===== src/rtl/jump_pkg.sv =====
// Shared opcode map and next-PC helpers for the 16-bit core.
// Imported by jump and jump_ras; opcode values live only here.
package jump_pkg;

  localparam logic [3:0] OP_ADD  = 4'h0;
  localparam logic [3:0] OP_SUB  = 4'h1;
  localparam logic [3:0] OP_NAND = 4'h2;
  localparam logic [3:0] OP_XOR  = 4'h3;
  localparam logic [3:0] OP_INC  = 4'h4;
  localparam logic [3:0] OP_SRA  = 4'h5;
  localparam logic [3:0] OP_SRL  = 4'h6;
  localparam logic [3:0] OP_SLL  = 4'h7;
  localparam logic [3:0] OP_LW   = 4'h8;
  localparam logic [3:0] OP_SW   = 4'h9;
  localparam logic [3:0] OP_LHB  = 4'hA;
  localparam logic [3:0] OP_LLB  = 4'hB;
  localparam logic [3:0] OP_B    = 4'hC;
  localparam logic [3:0] OP_CALL = 4'hD;
  localparam logic [3:0] OP_RET  = 4'hE;

  typedef enum logic [2:0] {
    SRC_SEQ,
    SRC_HOLD,
    SRC_BRANCH,
    SRC_CALL,
    SRC_RET
  } pc_src_e;

  function automatic logic [15:0] sext8(input logic [7:0] v);
    return {{8{v[7]}}, v};
  endfunction

endpackage


===== src/rtl/jump_ras.sv =====
// Circular return-address stack; when full, a push silently replaces the oldest entry.
module jump_ras
  import jump_pkg::*;
#(
  parameter int DEPTH = 8
) (
  input  logic        clk_i,
  input  logic        rst_i,
  input  logic        push_i,
  input  logic        pop_i,
  input  logic [15:0] data_i,
  output logic [15:0] top_o,
  output logic        empty_o,
  output logic        full_o
);

  localparam int PW = (DEPTH > 1) ? $clog2(DEPTH) : 1;
  localparam int CW = $clog2(DEPTH + 1);
  localparam logic [PW-1:0] LAST     = PW'(DEPTH - 1);
  localparam logic [CW-1:0] FULL_CNT = CW'(DEPTH);

  logic [15:0]   mem_q [DEPTH];
  logic [PW-1:0] ptr_q, ptr_d, topIdx;
  logic [CW-1:0] count_q, count_d;

  // ptr_q is the next free slot, so the newest entry sits one below it.
  assign topIdx  = (ptr_q == '0) ? LAST : ptr_q - PW'(1);
  assign top_o   = mem_q[topIdx];
  assign empty_o = (count_q == '0);
  assign full_o  = (count_q == FULL_CNT);

  always_comb begin
    ptr_d   = ptr_q;
    count_d = count_q;
    if (push_i) begin
      ptr_d = (ptr_q == LAST) ? '0 : ptr_q + PW'(1);
      if (!full_o) count_d = count_q + CW'(1);
    end else if (pop_i && !empty_o) begin
      ptr_d   = topIdx;
      count_d = count_q - CW'(1);
    end
  end

  always_ff @(posedge clk_i) begin
    if (rst_i) begin
      ptr_q   <= '0;
      count_q <= '0;
    end else begin
      ptr_q   <= ptr_d;
      count_q <= count_d;
    end
  end

  always_ff @(posedge clk_i) begin
    if (push_i) mem_q[ptr_q] <= data_i;
  end

endmodule


===== src/rtl/jump.sv =====
// Next-PC selection: fall-through, conditional B, absolute CALL and RET.
// Define JUMP_RAS_EN to give RET an internal return-address stack.
module jump
  import jump_pkg::*;
#(
  parameter int RAS_DEPTH = 8
) (
  input  logic        clk_i,
  input  logic        rst_i,
  output logic [15:0] nxt_pc_o,
  input  logic [15:0] pc_i,
  input  logic [15:0] ex_instr_i,
  input  logic        branch_i,
  input  logic [15:0] if_pc_i,
  input  logic        hazard_i,
  input  logic [15:0] ret_addr_i,
  output logic        redirect_o
);

  logic [3:0]  opcode;
  logic [15:0] seqPc;
  logic [15:0] branchPc;
  logic [15:0] retTarget;
  pc_src_e     src;

  assign opcode   = ex_instr_i[15:12];
  assign seqPc    = if_pc_i + 16'd1;
  assign branchPc = pc_i + 16'd2 + sext8(ex_instr_i[7:0]);

`ifdef JUMP_RAS_EN
  logic        rasPush;
  logic        rasPop;
  logic        rasEmpty;
  logic        unusedRasFull;
  logic [15:0] rasTop;
  logic [15:0] linkPc;

  // A stalled instruction is replayed later, so it must not touch the stack now.
  assign rasPush = !hazard_i && (opcode == OP_CALL);
  assign rasPop  = !hazard_i && (opcode == OP_RET) && !rasEmpty;
  assign linkPc  = pc_i + 16'd1;

  jump_ras #(
    .DEPTH (RAS_DEPTH)
  ) u_ras (
    .clk_i   (clk_i),
    .rst_i   (rst_i),
    .push_i  (rasPush),
    .pop_i   (rasPop),
    .data_i  (linkPc),
    .top_o   (rasTop),
    .empty_o (rasEmpty),
    .full_o  (unusedRasFull)
  );

  assign retTarget = rasEmpty ? ret_addr_i : rasTop;
`else
  logic unusedClkRst;

  assign unusedClkRst = clk_i ^ rst_i;
  assign retTarget    = ret_addr_i;
`endif

  always_comb begin
    src = SRC_SEQ;
    if (hazard_i) begin
      src = SRC_HOLD;
    end else begin
      case (opcode)
        OP_B:    src = branch_i ? SRC_BRANCH : SRC_SEQ;
        OP_CALL: src = SRC_CALL;
        OP_RET:  src = SRC_RET;
        default: src = SRC_SEQ;
      endcase
    end

    nxt_pc_o   = seqPc;
    redirect_o = 1'b0;
    case (src)
      SRC_HOLD:   nxt_pc_o = if_pc_i;
      SRC_BRANCH: begin
        nxt_pc_o   = branchPc;
        redirect_o = 1'b1;
      end
      SRC_CALL: begin
        nxt_pc_o   = {pc_i[15:12], ex_instr_i[11:0]};
        redirect_o = 1'b1;
      end
      SRC_RET: begin
        nxt_pc_o   = retTarget;
        redirect_o = 1'b1;
      end
      default: nxt_pc_o = seqPc;
    endcase
  end

endmodule


===== config.mk =====
export PLATFORM = sky130hd
export DESIGN_NAME = jump
export DESIGN_NICKNAME = d
export VERILOG_FILES = /design/src/rtl/jump_pkg.sv /design/src/rtl/jump_ras.sv /design/src/rtl/jump.sv
export SDC_FILE = /design/constraint.sdc
export NUM_CORES = 1
export LEC_CHECK = 0
export CAP_MARGIN = 20
export CELL_PAD_IN_SITES_DETAIL_PLACEMENT = 0
export CELL_PAD_IN_SITES_GLOBAL_PLACEMENT = 2
export CORE_MARGIN = 2
export CORE_UTILIZATION = 20
export DETAILED_ROUTE_END_ITERATION = 6
export PLACE_DENSITY = 0.84
export SKIP_LAST_GASP = 1
export SLEW_MARGIN = 0
export SYNTH_ARGS = -nofsm -noshare
export SYNTH_HDL_FRONTEND = slang
export SYNTH_SLANG_ARGS = --single-unit
export TNS_END_PERCENT = 100

===== constraint.sdc =====
create_clock -name vclk -period 3.4
set_input_delay 0.68 -clock vclk [all_inputs]
set_output_delay 0.68 -clock vclk [all_outputs]
set_load 0.01 [all_outputs]

==> results.md <==
* Failing checks: setup timing
* Startpoint Class: primary input
* Synth area leader: ha_1
* Final ANT Viol Nets at 0
* TNS Setup at -40.0 ps
* Share of power burned in registers at 0
* Critical Path End Type: primary output
* Switching share of power at 0.443
* Final setup vio count at 2
* DR pass1 iterations at 5
* Main area contributors after synthesis: ha_1 (23%), a222oi_1 (9.0%), xnor2_1 (6.9%)
* Routed wire length at a little over 8000 um
* Worst slew margin at 0.698
* Proportion of layout cells with a drive suffix above 1 at 0.479
* Final worst path period need at between 3000 and 4000 ps
* Post-synthesis sequential area ratio at 0
* # diodes at 0
* Hold depth at 5
* Final worst setup slack at -33.2 ps
* Mapped Avg Cell Area at roughly 7.6 um^2
* Total power at between 0.0006 and 0.0007 W
* Actual slew at the worst max-slew pin at between 400 and 500 ps
* First-pass GRT wire length at about 12,000 um
* Antenna violations before repair at 0
* WP data arrival at 2750 ps
* GRT Total Usage at 0.166
* Clkbuf count at 0
* IO buf count at 83
* Placeable core area at 8130 um^2
* Final period util at 1.01
* Req. time, crit path at 2720 ps
* Pwr Density at ~180 nW/um^2
* Vias/cell at ~5.1
* Synth top area share at 0.226
* Setup slack at placement at -1210 ps
* Placed insts at slightly below 500
* Post-DP HPWL at 6230 um
* Max-capacitance violation count at 0
* Worst hold margin at roughly 1900 ps
* Post-Layout Cell Count at slightly below 500
* RSZ-0062 raised after global routing: true
* Crit Path Class: in2out
* Combinational share of power at 1.000
* Filler cells at ~740
* Die ar. at around 9000 um^2
* Crit Path Max Fanout at 3
* Vias in the first global route at 2,504
* Wire length per cell at about 17 um
* Total grt overflow at 0
* Iteration-0 DRC Markers at 122
* Post-Syn Instances at approximately 220
* Outcome: finished, violations left
* Clock power frac at 0
* Area delta synth->final at 131%
* RePlAce Congestion at roughly 0.8
* Die Wd at ~95 um
* Worst hold start: ex_instr_i[5]
* Synth Net Count at ~320
* Max Clk Rate at 0.291 GHz
* Final Max Slew Viols at 0
* Seq_cells at 0
* Peak supply drop at between 0.05 and 0.06 mV
* Reg area at 0 um^2
* Initial Util at 0.204
* Number of placed I/O pins at 85
* Hold endpoint: nxt_pc_o[5]
* Switching pwr at approximately 0.0003 W
* Static Leak at around 1.6 nW
* Die Y at 95.1 um
* Final Hold Viols at 0
* Drc violations at 0
* Internal Pwr Total at between 0.0003 and 0.0004 W
* Post-synthesis cell area at 1660 um^2
* Total number of vias at approximately 2,500
* Post-synth cell types at between 40 and 50
* Rows at 33
* Worst min path class: in2out
* Nets at 491
* Synth warn at 0
* Pin count of the biggest net entering global routing at 19
-- kinds of logic (layout without fill, tap and decap cells) --
family	after synthesis	after routing	synth area share
xor+xnor	25	25	0.132
buf+inv	16	187	0.0414
simple gates	67	67	0.222
compound gates	80	80	0.366
fa+ha+maj	31	31	0.238
-- cell type report --
class / count / area, um^2 / area share
well taps: 105 / 131 / 0.0342
multi-input cells: 203 / 2140 / 0.556
repair buffers: 179 / 1540 / 0.400
inverters: 8 / 35.0 / 0.00912
-- worst max path at each step --
stage / start / depth (start not counted) / slack [ps] / endpoint
floorplan: pc_i[1] / 11 / 20 / nxt_pc_o[15]
global placement: ex_instr_i[7] / 12 / -1170 / nxt_pc_o[10]
detailed placement: ex_instr_i[7] / 11 / -1210 / nxt_pc_o[15]
CTS: hazard_i / 8 / -130 / nxt_pc_o[14]
global route: ex_instr_i[1] / 13 / -110 / nxt_pc_o[13]
finish: ex_instr_i[1] / 13 / -30 / nxt_pc_o[15]
-- worst max-delay path, stage by stage --
cell	delay, ps
buf_8	80
inv_4	30
ha_4	260
inv_4	30
ha_4	160
fa_2	370
a211oi_4	310
o21ai_2	120
nand2_2	130
o311ai_2	100
xnor2_1	140
o211ai_1	180
buf_2	160
-- cell usage in the layout, fill, tap and decap left out, types with 5 or more instances in the layout --
master | Yosys | final
xor2_1 | 12 | 12
a21oi_1 | 14 | 9
buf_4 | 0 | 81
nand3_1 | 10 | 9
dlygate4sd2_1 | 0 | 6
buf_6 | 1 | 16
o21ai_0 | 14 | 8
a21oi_2 | 0 | 5
xnor2_1 | 13 | 11
nor2_1 | 13 | 11
nand4_1 | 5 | 5
a222oi_1 | 15 | 15
clkdlybuf4s50_1 | 0 | 43
clkdlybuf4s15_1 | 0 | 7
ha_4 | 0 | 25
buf_2 | 1 | 14
nand2_1 | 15 | 14
-- metrics by stage --
stage          cell area (um^2)  utilization
6_report                   3840        0.472
5_1_grt                    3840        0.472
4_1_cts                    3600        0.442
3_5_place_dp               3240        0.399
3_3_place_gp               3240        0.399
2_1_floorplan              1670            -
-- routing by layer --
layer  GRT usage  vias to the layer above  part of all wire
met4      0.0386                        0             0.026
met1       0.204                     1183              0.40
li1            -                     1242                 -
met5           0                        -                 0
met2       0.309                       79              0.52
met3      0.0142                       18             0.053
-- power groups by stage --
stage          Clock [W]  Combinational, W  Sequential [W]
2_1_floorplan          0          0.000231               0
3_3_place_gp           0          0.000516               0
3_5_place_dp           0          0.000522               0
4_1_cts                0          0.000603               0
5_1_grt                0          0.000734               0
6_report               0          0.000683               0
-- repair_timing --
action / 4_1_cts / 5_1_grt
setup endpoints to repair: 16 / 14
hold buffers: 0 / 0
buffers inserted: 4 / 6
pin swaps: 54 / 52
resized for setup: 168 / 51
-- cell usage after synthesis, drive strengths merged, types with 3 or more instances --
cell type	instances
inv	8
o211ai	4
o21ai	14
ha	30
a2111oi	3
clkbuf	6
o221ai	5
nor3	5
nand4	5
a21oi	14
nand2	15
xor2	12
and3	4
a31oi	4
nor2	13
xnor2	13
nand3	10
a222oi	15
a21o	3
Power figures use the tool's default switching activity.
